**src/rtl/mac_share_defs.sv**
```systemverilog
// Shared definitions for the MAC-sharing arbiter: default widths, pipeline
// latency and the one-hot helper used for grants and response strobes.
package mac_share_defs;

  localparam int DEF_NUM_REQ = 4;
  localparam int DEF_A_W     = 16;
  localparam int DEF_B_W     = 16;
  localparam int DEF_C_W     = 32;
  localparam int DEF_IDX_W   = 2;

  // Cycles from the transfer edge to the response strobe becoming visible.
  localparam int MAC_LATENCY = 2;

  localparam int MAX_REQ   = 8;
  localparam int MAX_IDX_W = 3;

  function automatic logic [MAX_REQ-1:0] onehot_idx(input logic [MAX_IDX_W-1:0] idx);
    logic [MAX_REQ-1:0] oh;
    oh      = {MAX_REQ{1'b0}};
    oh[idx] = 1'b1;
    return oh;
  endfunction

endpackage

```
**src/rtl/mac_share_datapath.sv**
```systemverilog
// Two-stage A*B+C pipeline with requester tag. Kept separate so the MAC
// hard block behind it can be swapped without touching the arbiter.
module mac_share_datapath
  import mac_share_defs::*;
#(
  parameter int NUM_REQ = DEF_NUM_REQ,
  parameter int A_W     = DEF_A_W,
  parameter int B_W     = DEF_B_W,
  parameter int C_W     = DEF_C_W,
  parameter int IDX_W   = DEF_IDX_W
) (
  input  logic               clk,
  input  logic               reset,
  input  logic               issue_valid_i,
  input  logic [IDX_W-1:0]   issue_idx_i,
  input  logic [A_W-1:0]     a_i,
  input  logic [B_W-1:0]     b_i,
  input  logic [C_W-1:0]     c_i,
  output logic               s1_valid_o,
  output logic [NUM_REQ-1:0] rsp_valid_o,
  output logic [C_W-1:0]     rsp_data_o
);

  localparam int PROD_W = A_W + B_W;
  localparam int SUM_W  = (PROD_W > C_W) ? PROD_W : C_W;

  logic               s1_valid_q, s1_valid_d;
  logic [IDX_W-1:0]   s1_idx_q,   s1_idx_d;
  logic [A_W-1:0]     s1_a_q,     s1_a_d;
  logic [B_W-1:0]     s1_b_q,     s1_b_d;
  logic [C_W-1:0]     s1_c_q,     s1_c_d;
  logic [NUM_REQ-1:0] rsp_valid_q, rsp_valid_d;
  logic [C_W-1:0]     rsp_data_q,  rsp_data_d;

  logic [PROD_W-1:0]  prod;
  logic [C_W-1:0]     mac_result;

  // Product is formed at full width and zero-extended before the add; the
  // final cast keeps the sum modulo 2^C_W.
  assign prod       = {{B_W{1'b0}}, s1_a_q} * {{A_W{1'b0}}, s1_b_q};
  assign mac_result = C_W'(SUM_W'(prod) + SUM_W'(s1_c_q));

  // Next-state for the operand stage and the result stage
  always_comb begin
    s1_valid_d  = issue_valid_i;
    s1_idx_d    = s1_idx_q;
    s1_a_d      = s1_a_q;
    s1_b_d      = s1_b_q;
    s1_c_d      = s1_c_q;
    rsp_valid_d = {NUM_REQ{1'b0}};
    rsp_data_d  = rsp_data_q;
    if (issue_valid_i) begin
      s1_idx_d = issue_idx_i;
      s1_a_d   = a_i;
      s1_b_d   = b_i;
      s1_c_d   = c_i;
    end else begin
      s1_idx_d = s1_idx_q;
    end
    if (s1_valid_q) begin
      rsp_valid_d = NUM_REQ'(onehot_idx(MAX_IDX_W'(s1_idx_q)));
      rsp_data_d  = mac_result;
    end else begin
      rsp_valid_d = {NUM_REQ{1'b0}};
    end
  end

  // Pipeline registers; reset discards anything in flight
  always_ff @(posedge clk or negedge reset) begin
    if (!reset) begin
      s1_valid_q  <= 1'b0;
      s1_idx_q    <= {IDX_W{1'b0}};
      s1_a_q      <= {A_W{1'b0}};
      s1_b_q      <= {B_W{1'b0}};
      s1_c_q      <= {C_W{1'b0}};
      rsp_valid_q <= {NUM_REQ{1'b0}};
      rsp_data_q  <= {C_W{1'b0}};
    end else begin
      s1_valid_q  <= s1_valid_d;
      s1_idx_q    <= s1_idx_d;
      s1_a_q      <= s1_a_d;
      s1_b_q      <= s1_b_d;
      s1_c_q      <= s1_c_d;
      rsp_valid_q <= rsp_valid_d;
      rsp_data_q  <= rsp_data_d;
    end
  end

  assign s1_valid_o  = s1_valid_q;
  assign rsp_valid_o = rsp_valid_q;
  assign rsp_data_o  = rsp_data_q;

endmodule

```
**src/rtl/mac_share_arbiter.sv**
```systemverilog
// Round-robin front end sharing one multiply-accumulate pipeline among
// NUM_REQ requesters; results return on a one-hot strobe after two cycles.
module mac_share_arbiter
  import mac_share_defs::*;
#(
  parameter int NUM_REQ = DEF_NUM_REQ,
  parameter int A_W     = DEF_A_W,
  parameter int B_W     = DEF_B_W,
  parameter int C_W     = DEF_C_W,
  parameter int IDX_W   = DEF_IDX_W
) (
  input  logic                   clk,
  input  logic                   reset,
  input  logic                   i_en,
  input  logic [NUM_REQ-1:0]     i_req_valid,
  output logic [NUM_REQ-1:0]     o_req_ready,
  input  logic [NUM_REQ*A_W-1:0] i_req_a,
  input  logic [NUM_REQ*B_W-1:0] i_req_b,
  input  logic [NUM_REQ*C_W-1:0] i_req_c,
  output logic [NUM_REQ-1:0]     o_rsp_valid,
  output logic [C_W-1:0]         o_rsp_data,
  output logic                   o_busy
);

  logic [IDX_W-1:0] ptr_q, ptr_d;
  logic [IDX_W-1:0] grant_idx;
  logic             grant_found;
  logic             grant_valid;
  logic [A_W-1:0]   sel_a;
  logic [B_W-1:0]   sel_b;
  logic [C_W-1:0]   sel_c;
  logic             s1_valid;

  function automatic logic [IDX_W-1:0] rr_index(input logic [IDX_W-1:0] base, input int offset);
    int sum;
    sum = int'(base) + offset;
    return (sum >= NUM_REQ) ? IDX_W'(sum - NUM_REQ) : IDX_W'(sum);
  endfunction

  // Priority scan from the pointer with wrap; scanning offsets downward lets
  // the nearest valid requester be the last (winning) write.
  always_comb begin
    grant_found = 1'b0;
    grant_idx   = {IDX_W{1'b0}};
    for (int i = NUM_REQ - 1; i >= 0; i--) begin
      if (i_req_valid[rr_index(ptr_q, i)]) begin
        grant_found = 1'b1;
        grant_idx   = rr_index(ptr_q, i);
      end else begin
        grant_found = grant_found;
        grant_idx   = grant_idx;
      end
    end
  end

  // Every grant is a transfer because only a valid requester can be picked.
  assign grant_valid = grant_found & i_en & reset;

  // Grant vector, forced low while disabled or in reset
  always_comb begin
    o_req_ready = {NUM_REQ{1'b0}};
    if (grant_valid) begin
      o_req_ready = NUM_REQ'(onehot_idx(MAX_IDX_W'(grant_idx)));
    end else begin
      o_req_ready = {NUM_REQ{1'b0}};
    end
  end

  // Operand mux for the granted requester
  always_comb begin
    sel_a = {A_W{1'b0}};
    sel_b = {B_W{1'b0}};
    sel_c = {C_W{1'b0}};
    for (int k = 0; k < NUM_REQ; k++) begin
      if (grant_idx == IDX_W'(k)) begin
        sel_a = i_req_a[k*A_W +: A_W];
        sel_b = i_req_b[k*B_W +: B_W];
        sel_c = i_req_c[k*C_W +: C_W];
      end else begin
        sel_a = sel_a;
        sel_b = sel_b;
        sel_c = sel_c;
      end
    end
  end

  // Pointer moves just past the requester that transferred
  always_comb begin
    ptr_d = ptr_q;
    if (grant_valid) begin
      ptr_d = (grant_idx == IDX_W'(NUM_REQ - 1)) ? {IDX_W{1'b0}} : grant_idx + IDX_W'(1);
    end else begin
      ptr_d = ptr_q;
    end
  end

  // Round-robin pointer register
  always_ff @(posedge clk or negedge reset) begin
    if (!reset) begin
      ptr_q <= {IDX_W{1'b0}};
    end else begin
      ptr_q <= ptr_d;
    end
  end

  mac_share_datapath #(
    .NUM_REQ (NUM_REQ),
    .A_W     (A_W),
    .B_W     (B_W),
    .C_W     (C_W),
    .IDX_W   (IDX_W)
  ) u_datapath (
    .clk           (clk),
    .reset         (reset),
    .issue_valid_i (grant_valid),
    .issue_idx_i   (grant_idx),
    .a_i           (sel_a),
    .b_i           (sel_b),
    .c_i           (sel_c),
    .s1_valid_o    (s1_valid),
    .rsp_valid_o   (o_rsp_valid),
    .rsp_data_o    (o_rsp_data)
  );

  assign o_busy = s1_valid | (|o_rsp_valid);

endmodule

```
**config.mk**
```make
export PLATFORM = sky130hd
export DESIGN_NAME = mac_share_arbiter
export DESIGN_NICKNAME = d
export VERILOG_FILES = /design/src/rtl/mac_share_defs.sv /design/src/rtl/mac_share_datapath.sv /design/src/rtl/mac_share_arbiter.sv
export SDC_FILE = /design/constraint.sdc
export NUM_CORES = 1
export LEC_CHECK = 0
export CELL_PAD_IN_SITES_DETAIL_PLACEMENT = 1
export CELL_PAD_IN_SITES_GLOBAL_PLACEMENT = 2
export CORE_MARGIN = 2
export CORE_UTILIZATION = 32
export CTS_BUF_LIST = sky130_fd_sc_hd__clkbuf_4 sky130_fd_sc_hd__clkbuf_8 sky130_fd_sc_hd__clkbuf_16
export DETAILED_ROUTE_END_ITERATION = 12
export PLACE_DENSITY_LB_ADDON = 0.1
export SLEW_MARGIN = 40
export SYNTH_ARGS = -nofsm -noshare
export SYNTH_HDL_FRONTEND = slang
export SYNTH_SLANG_ARGS = --single-unit
```
**constraint.sdc**
```tcl
create_clock -name clk -period 6.9 [get_ports clk]
set_input_delay 0.69 -clock clk [delete_from_list [all_inputs] [get_ports clk]]
set_output_delay 0.69 -clock clk [all_outputs]
set_load 0.02 [all_outputs]
```
==> flow_summary.ini, run 1 <==
[timing]
post-route-min-period_ns = 6.44
hold_violations = 0
finalWorstSetupSlack_ns = 0.455
period_share = 0.934
relSlewSlack = 0.464
fin_setup_tns_ns = 0
timing_worst_slew_pin_value_ns = 0.803
timing.fmax_mhz = 155
setup_viol = 0
report.final.slew_viol_count = 0
rsz0062_at_grt = no
skew_ns = 0.0127
timing.hold.ws_ns = 0.170

[layout]
areaGrowthSynthToFinish_pct = 25.3
nNetsFinal = 2658
drive_gt1_frac = 0.0328
final_core_util = 0.403

[synth]
netlist_instances = 1844
synth_flop_cell = dfrtp_1
yosysWarnings = 0
synth.most_common_cell = inv_1
synth-edff-count = 0
ys_async_sr_fraction = 1.00
ys_types = 66
synth_top_cell_area_share = 0.295
ys_ff_latch = 105
synth.net_count = 2435
syn_area_um2 = 15300
synth_top_cell_by_area = fa_1
synth_area_leaders = fa_1 (29%), dfrtp_1 (17%), inv_1 (8.5%)
avgSynthCellArea_um2 = 8.29
ys_seq_area_frac = 0.172
netlist_top_cells_count = inv_1 (344), fa_1 (225), nand2_1 (203), a21oi_1 (182), nor2_1 (174)

[floorplan]
start_util = 0.322
die_x_um = 223
rows = 80
core_um2 = 47400
pin_count = 304
die_area_um2 = 49500
die_y_um = 223

[placement]
pre_cts_slack_ns = 0.404
gp_congestion = 0.822
hpwl_mm = 45.4
io_buffers = 303

[critical_path]
worstPathArrival_ns = 6.71
critPathMaxFanout = 17
crit_required_ns = 7.17
worstSetupPathType = reg2reg
cp-end-kind = flop
start_kind = flop

[detailed_routing]
met1_length_mm = 24.4
firstDrtPassIters = 5
ant_nets = 0
routed-wl-met2_mm = 25.6
avgViaCountPerCell = 4.85
drc_errors = 0
wl_per_cell_um = 20.0
dr.max_layer_used = met4
drt_iter0_markers = 535
vias = 13000
routed_wl_mm = 53.8
wl_met3_mm = 2.65

[global_routing]
grt_pass1_wl_mm = 83.7
grt_pass1_vias = 14500
grt_max_degree = 115
grt_overflow = 0
antenna_found_initial = 2
track_usage = 0.223

[cts]
cts_setup_buffers = 0
postCtsHoldBufs = 0
tritoncts = yes
worst_skew_pair.late_latency_ns = 0.40
cts-htree-levels = 3
cts_made_buffers = 9
clockRootBuffer = clkbuf_16
cts_buffer_depth = 2
clk_pin_slew_ns = 0.08
cts_resized = 0
clock-sinks = 105

[run_status]
status = complete, no violations

[job]
drv_cap = 0

[min_path]
hold_class = in2async
-- critical path, stage by stage (launching register included) --
cell and delay, ns:
dfrtp_1 0.82, nand2_1 0.18, fa_1 0.57, inv_1 0.06
fa_1 0.52, fa_1 0.60, fa_1 0.44, fa_1 0.49
inv_1 0.05, fa_1 0.52, inv_1 0.05, ha_1 0.38
a21oi_1 0.46, o21bai_1 0.12, a21oi_1 0.27, nor2_1 0.09
a211oi_1 0.35, o21a_1 0.21, o221ai_1 0.12
-- logic make-up after synthesis --
logic type / Yosys count / share of synthesized area
adders and majority gates: 328 / 0.379
xor gates and xnor gates: 19 / 0.0109
AOI/OAI and AO/OA: 373 / 0.150
buffers and inverters: 452 / 0.112
and+or+nand+nor: 547 / 0.162
muxes: 20 / 0.0147
DFF: 105 / 0.172
-- layout by cell type, fill, tap and decap left out, types with 5 or more instances in the layout --
master           netlist  final
xnor2_1               14     14
clkdlybuf4s50_1        0    302
dfrtp_1              105    105
a21o_1                13     13
inv_1                344    344
nand3_1                8      8
nand2_1              203    203
buf_4                  1     15
nor2_1               174    173
a22oi_1               64     64
xor2_1                 5      5
clkbuf_16              0      9
a31oi_1                6      6
mux2_2                20     20
and2_1               130    130
nor3_1                 7      7
fa_1                 225    225
o21ai_0               52     52
ha_1                 103    100
a21oi_1              182    182
-- registers in the layout, indices dropped and copies added, names as in the netlist --
name and count:
u_datapath.s1_valid_o 1, u_datapath.s1_idx_q 2, u_datapath.s1_a_q 16, u_datapath.s1_c_q 32, u_datapath.rsp_valid_o 4, u_datapath.s1_b_q 16, ptr_q 2, u_datapath.rsp_data_o 32
-- worst paths after layout --
kind	end	slack (ns)	depth (start not counted)	from
max in group asynchronous	u_datapath.rsp_data_o[12]	5.81	2	reset
min in group clk	u_datapath.rsp_data_o[30]	0.49	2	u_datapath.rsp_data_o[30]
max reg2reg	u_datapath.rsp_data_o[27]	0.46	18	u_datapath.s1_b_q[7]
min reg2reg	u_datapath.rsp_data_o[30]	0.49	2	u_datapath.rsp_data_o[30]
max	u_datapath.rsp_data_o[27]	0.46	18	u_datapath.s1_b_q[7]
min	u_datapath.rsp_data_o[7]	0.17	1	reset
-- stage by stage --
step	instance area [um^2]	std cells
2_1_floorplan	15300	1844
3_3_place_gp	18800	2671
3_5_place_dp	18800	2671
4_1_cts	19100	2687
5_1_grt	19100	2687
6_report	19100	2688
-- layer usage --
metal | vias to the layer above | GRT usage
li1 | 6244 | -
met1 | 6468 | 0.292
met2 | 300 | 0.378
met3 | 32 | 0.0374
met4 | 0 | 0.0667
met5 | - | 0
-- cell type report --
| cell class | instances | area, um^2 |
|---|---|---|
| Antenna cell | 1 | 2.50 |
| Clock buffer | 9 | 225 |
| Clock inverter | 7 | 62.6 |
| Fill cell | 5617 | 28300 |
| Inverter | 345 | 1300 |
| Multi-Input combinational cell | 1287 | 11000 |
| Sequential cell | 105 | 2630 |
| Tap cell | 615 | 769 |
| Timing Repair Buffer | 319 | 3170 |
Power of run 1 is not shown: default switching activity piles up to over one toggle a cycle in this logic, so the estimate is an artifact.
==> run 2, diff against run 1 <==
--- a/config.mk
+++ b/config.mk
@@ -7,9 +7,10 @@
 export LEC_CHECK = 0
 export CELL_PAD_IN_SITES_DETAIL_PLACEMENT = 1
 export CELL_PAD_IN_SITES_GLOBAL_PLACEMENT = 2
-export CORE_MARGIN = 2
+export CORE_MARGIN = 4
 export CORE_UTILIZATION = 32
 export CTS_BUF_LIST = sky130_fd_sc_hd__clkbuf_4 sky130_fd_sc_hd__clkbuf_8 sky130_fd_sc_hd__clkbuf_16
+export CTS_CLUSTER_DIAMETER = 30
 export DETAILED_ROUTE_END_ITERATION = 12
 export PLACE_DENSITY_LB_ADDON = 0.1
 export SLEW_MARGIN = 40
==> flow_summary.ini, run 2 (synthesized netlist as in run 1, its figures left out) <==
[run_status]
status = complete, no violations

[timing]
relSlewSlack = 0.489
report.final.slew_viol_count = 0
timing.hold.ws_ns = 0.148
fin_setup_tns_ns = 0
skew_ns = 0.0108
rsz0062_at_grt = no
timing_worst_slew_pin_value_ns = 0.766
hold_violations = 0
setup_viol = 0
post-route-min-period_ns = 6.43
period_share = 0.931
timing.fmax_mhz = 156

[floorplan]
die_x_um = 227
die_y_um = 227
core_um2 = 46900
die_area_um2 = 51300
pin_count = 304
start_util = 0.326
rows = 79

[detailed_routing]
wl_per_cell_um = 20.0
vias = 13100
routed_wl_mm = 53.7
avgViaCountPerCell = 4.87
drt_iter0_markers = 539
drc_errors = 0
firstDrtPassIters = 5
ant_nets = 0

[cts]
clk_pin_slew_ns = 0.08
cts_buffer_depth = 2
tritoncts = yes
cts_setup_buffers = 0
clock-sinks = 105
cts_made_buffers = 9
cts_resized = 0
clockRootBuffer = clkbuf_16
cts-htree-levels = 3
worst_skew_pair.late_latency_ns = 0.40
postCtsHoldBufs = 0

[global_routing]
grt_overflow = 0
antenna_found_initial = 4
track_usage = 0.215
grt_pass1_wl_mm = 84.6
grt_max_degree = 107
grt_pass1_vias = 14800

[critical_path]
worstSetupPathType = reg2reg
crit_family = adder cells
cp-end-kind = flop
crit_chain = nand2_1, fa_1, fa_1, fa_1, inv_1, fa_1, fa_1, inv_1, fa_1, inv_1, ha_1, a21oi_1, o21ai_0, and2_1, a2111oi_0, o21ai_0, xor2_1, mux2_2
path_common_cell = fa_1
cpPeakStageDelay_ns = 0.74
critPathMaxFanout = 17
start_kind = flop
worstPathArrival_ns = 6.71
crit_buf_inv = 3
crit_required_ns = 7.18
cp_slowest_cell = dfrtp_1

[layout]
drive_gt1_frac = 0.0342
finalNonFillerCells = 2682
post-route-cell-area_um2 = 19100
final_cell_mix = inv_1 (344), clkdlybuf4s50_1 (302), fa_1 (225)
areaGrowthSynthToFinish_pct = 25.3
nNetsFinal = 2661
final_common_cell = inv_1
fillers = 5596
diodes = 0

[placement]
io_buffers = 303
place_inst = 2666
dpl-instance-area_um2 = 18900
hpwl_mm = 45.7
gp_congestion = 0.865

[min_path]
hold_class = in2async

[job]
drv_cap = 0
## run 2: cell count changes in the layout (fill, tap and decap cells not counted)
cell | before | now
buf_12 | 1 | 0
buf_4 | 15 | 18
buf_8 | 0 | 1
clkbuf_4 | 0 | 2
clkinv_1 | 0 | 1
clkinv_2 | 3 | 1
clkinvlp_4 | 1 | 0
dfrtp_1 | 105 | 104
dfrtp_2 | 0 | 1
diode_2 | 1 | 0
inv_6 | 2 | 3
inv_8 | 1 | 0
## run 2: final cells by class
| type | instances | area, um^2 | share of cell area |
|---|---|---|---|
| Multi-Input combinational cell | 1287 | 11000 | 0.574 |
| Clock buffer | 11 | 240 | 0.0125 |
| Tap cell | 607 | 759 | 0.0397 |
| Inverter | 345 | 1290 | 0.0676 |
| Timing Repair Buffer | 322 | 3180 | 0.166 |
| Clock inverter | 5 | 47.5 | 0.00248 |
| Sequential cell | 105 | 2630 | 0.137 |
## run 2: through the flow
step	setup slack, ns	utilization
3_5_place_dp	0.459	0.402
4_1_cts	0.462	0.409
6_report	0.473	0.409
5_1_grt	0.161	0.409
3_3_place_gp	0.547	0.402
2_1_floorplan	1.09	-
## run 2: worst paths after layout
| check | slack, ns | end | depth (start not counted) | from |
|---|---|---|---|---|
| hold / removal | 0.15 | u_datapath.rsp_data_o[10] | 1 | reset |
| hold reg to reg | 0.50 | u_datapath.rsp_data_o[30] | 2 | u_datapath.rsp_data_o[30] |
| setup / recovery | 0.47 | u_datapath.rsp_data_o[19] | 18 | u_datapath.s1_a_q[11] |
| min in group clk | 0.50 | u_datapath.rsp_data_o[30] | 2 | u_datapath.rsp_data_o[30] |
| setup reg to reg | 0.47 | u_datapath.rsp_data_o[19] | 18 | u_datapath.s1_a_q[11] |
| max in group asynchronous | 5.53 | u_datapath.s1_c_q[26] | 3 | reset |
## run 2: routing by layer
| metal | up-vias | wire, um | GRT usage | share of wire |
|---|---|---|---|---|
| met5 | - | 34 | 0 | 0.00063 |
| met1 | 6457 | 24500 | 0.283 | 0.45 |
| met4 | 6 | 1700 | 0.0721 | 0.032 |
| li1 | 6244 | - | - | - |
| met2 | 298 | 25200 | 0.360 | 0.47 |
| met3 | 62 | 2360 | 0.0387 | 0.044 |
Power of run 2 is left out for the same reason.
==> run 3, diff against run 2 <==
--- a/config.mk
+++ b/config.mk
@@ -5,10 +5,11 @@
 export SDC_FILE = /design/constraint.sdc
 export NUM_CORES = 1
 export LEC_CHECK = 0
+export ABC_AREA = 1
 export CELL_PAD_IN_SITES_DETAIL_PLACEMENT = 1
 export CELL_PAD_IN_SITES_GLOBAL_PLACEMENT = 2
 export CORE_MARGIN = 4
-export CORE_UTILIZATION = 32
+export CORE_UTILIZATION = 30
 export CTS_BUF_LIST = sky130_fd_sc_hd__clkbuf_4 sky130_fd_sc_hd__clkbuf_8 sky130_fd_sc_hd__clkbuf_16
 export CTS_CLUSTER_DIAMETER = 30
 export DETAILED_ROUTE_END_ITERATION = 12
==> flow_summary.ini, run 3 <==
[cts]
clock-sinks = 105
cts_setup_buffers = 0
tritoncts = yes
cts_resized = 0
cts-htree-levels = 3
postCtsHoldBufs = 0
worst_skew_pair.late_latency_ns = 0.40
cts_made_buffers = 9
clk_pin_slew_ns = 0.10
clockRootBuffer = clkbuf_16
cts_buffer_depth = 2

[critical_path]
worstSetupPathType = reg2reg
critPathMaxFanout = 17
reg2reg_depth = 20
startpoint = u_datapath.s1_a_q[9]
crit_required_ns = 7.20
worstPathArrival_ns = 6.50
rr_startpoint = u_datapath.s1_a_q[9]
r2r-end = u_datapath.rsp_data_o[21]
endpoint = u_datapath.rsp_data_o[21]
start_kind = flop
cp-end-kind = flop
reg2reg_setup_slack_ns = 0.70

[synth]
synth_flop_cell = dfrtp_1
syn_area_um2 = 16100
synth-edff-count = 0
synth_top_cell_by_area = fa_1
ys_types = 34
netlist_top_cells_count = nand2_1 (797), inv_1 (575), fa_1 (225), nand3_1 (116), dfrtp_1 (105)
synth.most_common_cell = nand2_1
synth_area_leaders = fa_1 (28%), nand2_1 (19%), dfrtp_1 (16%)
avgSynthCellArea_um2 = 7.04
netlist_instances = 2293
ys_async_sr_fraction = 1.00
ys_seq_area_frac = 0.163
yosysWarnings = 0
ys_ff_latch = 105
synth_top_cell_area_share = 0.279
synth.net_count = 2884

[floorplan]
die_area_um2 = 57600
die_x_um = 240
die_y_um = 240
core_um2 = 52900
start_util = 0.305
pin_count = 304
rows = 84

[layout]
final_cell_mix = nand2_1 (797), inv_1 (575), clkdlybuf4s50_1 (302)
areaGrowthSynthToFinish_pct = 23.9
drive_gt1_frac = 0.0199
fillers = 6641
diodes = 0
nNetsFinal = 3096
final_common_cell = nand2_1

[placement]
io_buffers = 303
hpwl_mm = 50.7
gp_congestion = 0.864

[timing]
period_share = 0.898
fin_setup_tns_ns = 0
post-route-min-period_ns = 6.20
setup_viol = 0
timing_worst_slew_pin_value_ns = 0.868
timing.fmax_mhz = 161
report.final.slew_viol_count = 0
hold_violations = 0
rsz0062_at_grt = no
relSlewSlack = 0.422
skew_ns = 0.0221

[detailed_routing]
avgViaCountPerCell = 4.60
routed_wl_mm = 59.5
firstDrtPassIters = 5
vias = 14700
drc_errors = 0
wl_per_cell_um = 18.6
drt_iter0_markers = 577
ant_nets = 0

[global_routing]
track_usage = 0.213
grt_pass1_wl_mm = 95.0
grt_max_degree = 127
antenna_found_initial = 4
grt_overflow = 0
grt_pass1_vias = 16500

[run_status]
status = complete, no violations

[job]
drv_cap = 0

[min_path]
hold_class = in2async
==> run 3: worst min path at each step <==
stage,from,to,slack [ns],cells after the start
2_1_floorplan,reset,ptr_q[0],0.39,0
3_3_place_gp,u_datapath.rsp_data_o[2],u_datapath.rsp_data_o[2],0.46,2
3_5_place_dp,u_datapath.rsp_data_o[3],u_datapath.rsp_data_o[3],0.47,2
4_1_cts,reset,u_datapath.rsp_data_o[20],0.34,1
5_1_grt,reset,u_datapath.rsp_data_o[6],0.38,1
6_report,reset,u_datapath.rsp_data_o[4],0.33,1
==> run 3: final cells by class <==
class,count,area [um^2],share of cell area
repair buffers,321,3190,0.159
inverters,576,2160,0.108
well taps,688,861,0.0431
flip-flops and latches,105,2630,0.132
multi-input cells,1492,10900,0.543
clock inverters,3,23.8,0.00119
clock buffers,13,262,0.0131
==> run 3: through the flow <==
stage / util / instance area (um^2) / std cells / setup slack, ns / hold slack (ns)
after floorplan: - / 16100 / 2293 / 1.57 / 0.394
after global placement: 0.372 / 19700 / 3181 / 0.715 / 0.456
after CTS: 0.378 / 20000 / 3197 / 0.637 / 0.337
after detailed placement: 0.372 / 19700 / 3181 / 0.674 / 0.466
after global routing: 0.378 / 20000 / 3198 / 0.251 / 0.379
final: 0.378 / 20000 / 3198 / 0.701 / 0.333
==> run 3: cells by family (layout without fill, tap and decap cells) <==
group,count (synthesis),after routing,synth area share
AND/OR/NAND/NOR,979,979,0.240
buffers and inverters,696,913,0.167
adder cells (fa/ha/maj),328,328,0.359
AO/OA/AOI/OAI,173,173,0.0648
flip-flops,105,105,0.163
XOR/XNOR,12,12,0.00651
==> run 3: routing by layer <==
| layer | vias to the layer above | track usage | wire length, um |
|---|---|---|---|
| met1 | 7199 | 0.286 | 27200 |
| met5 | - | 0 | 49 |
| li1 | 7114 | - | - |
| met2 | 317 | 0.356 | 28000 |
| met4 | 8 | 0.0558 | 1250 |
| met3 | 58 | 0.0406 | 2950 |
==> run 3: critical path, cell delays in order, from the launching register on <==
cell and delay [ns]:
dfrtp_1 0.87, nand2_1 0.16, fa_1 0.52, fa_1 0.64
fa_1 0.47, fa_1 0.55, inv_1 0.05, fa_1 0.48
inv_1 0.05, fa_1 0.47, inv_1 0.04, ha_1 0.36
nand2_1 0.12, nor2_1 0.39, nand3_1 0.14, nand3_1 0.33
nand3_1 0.18, nand2_1 0.09, nand2_1 0.05, nand3_1 0.06
nand2_1 0.05
Power of run 3 is left out for the same reason.
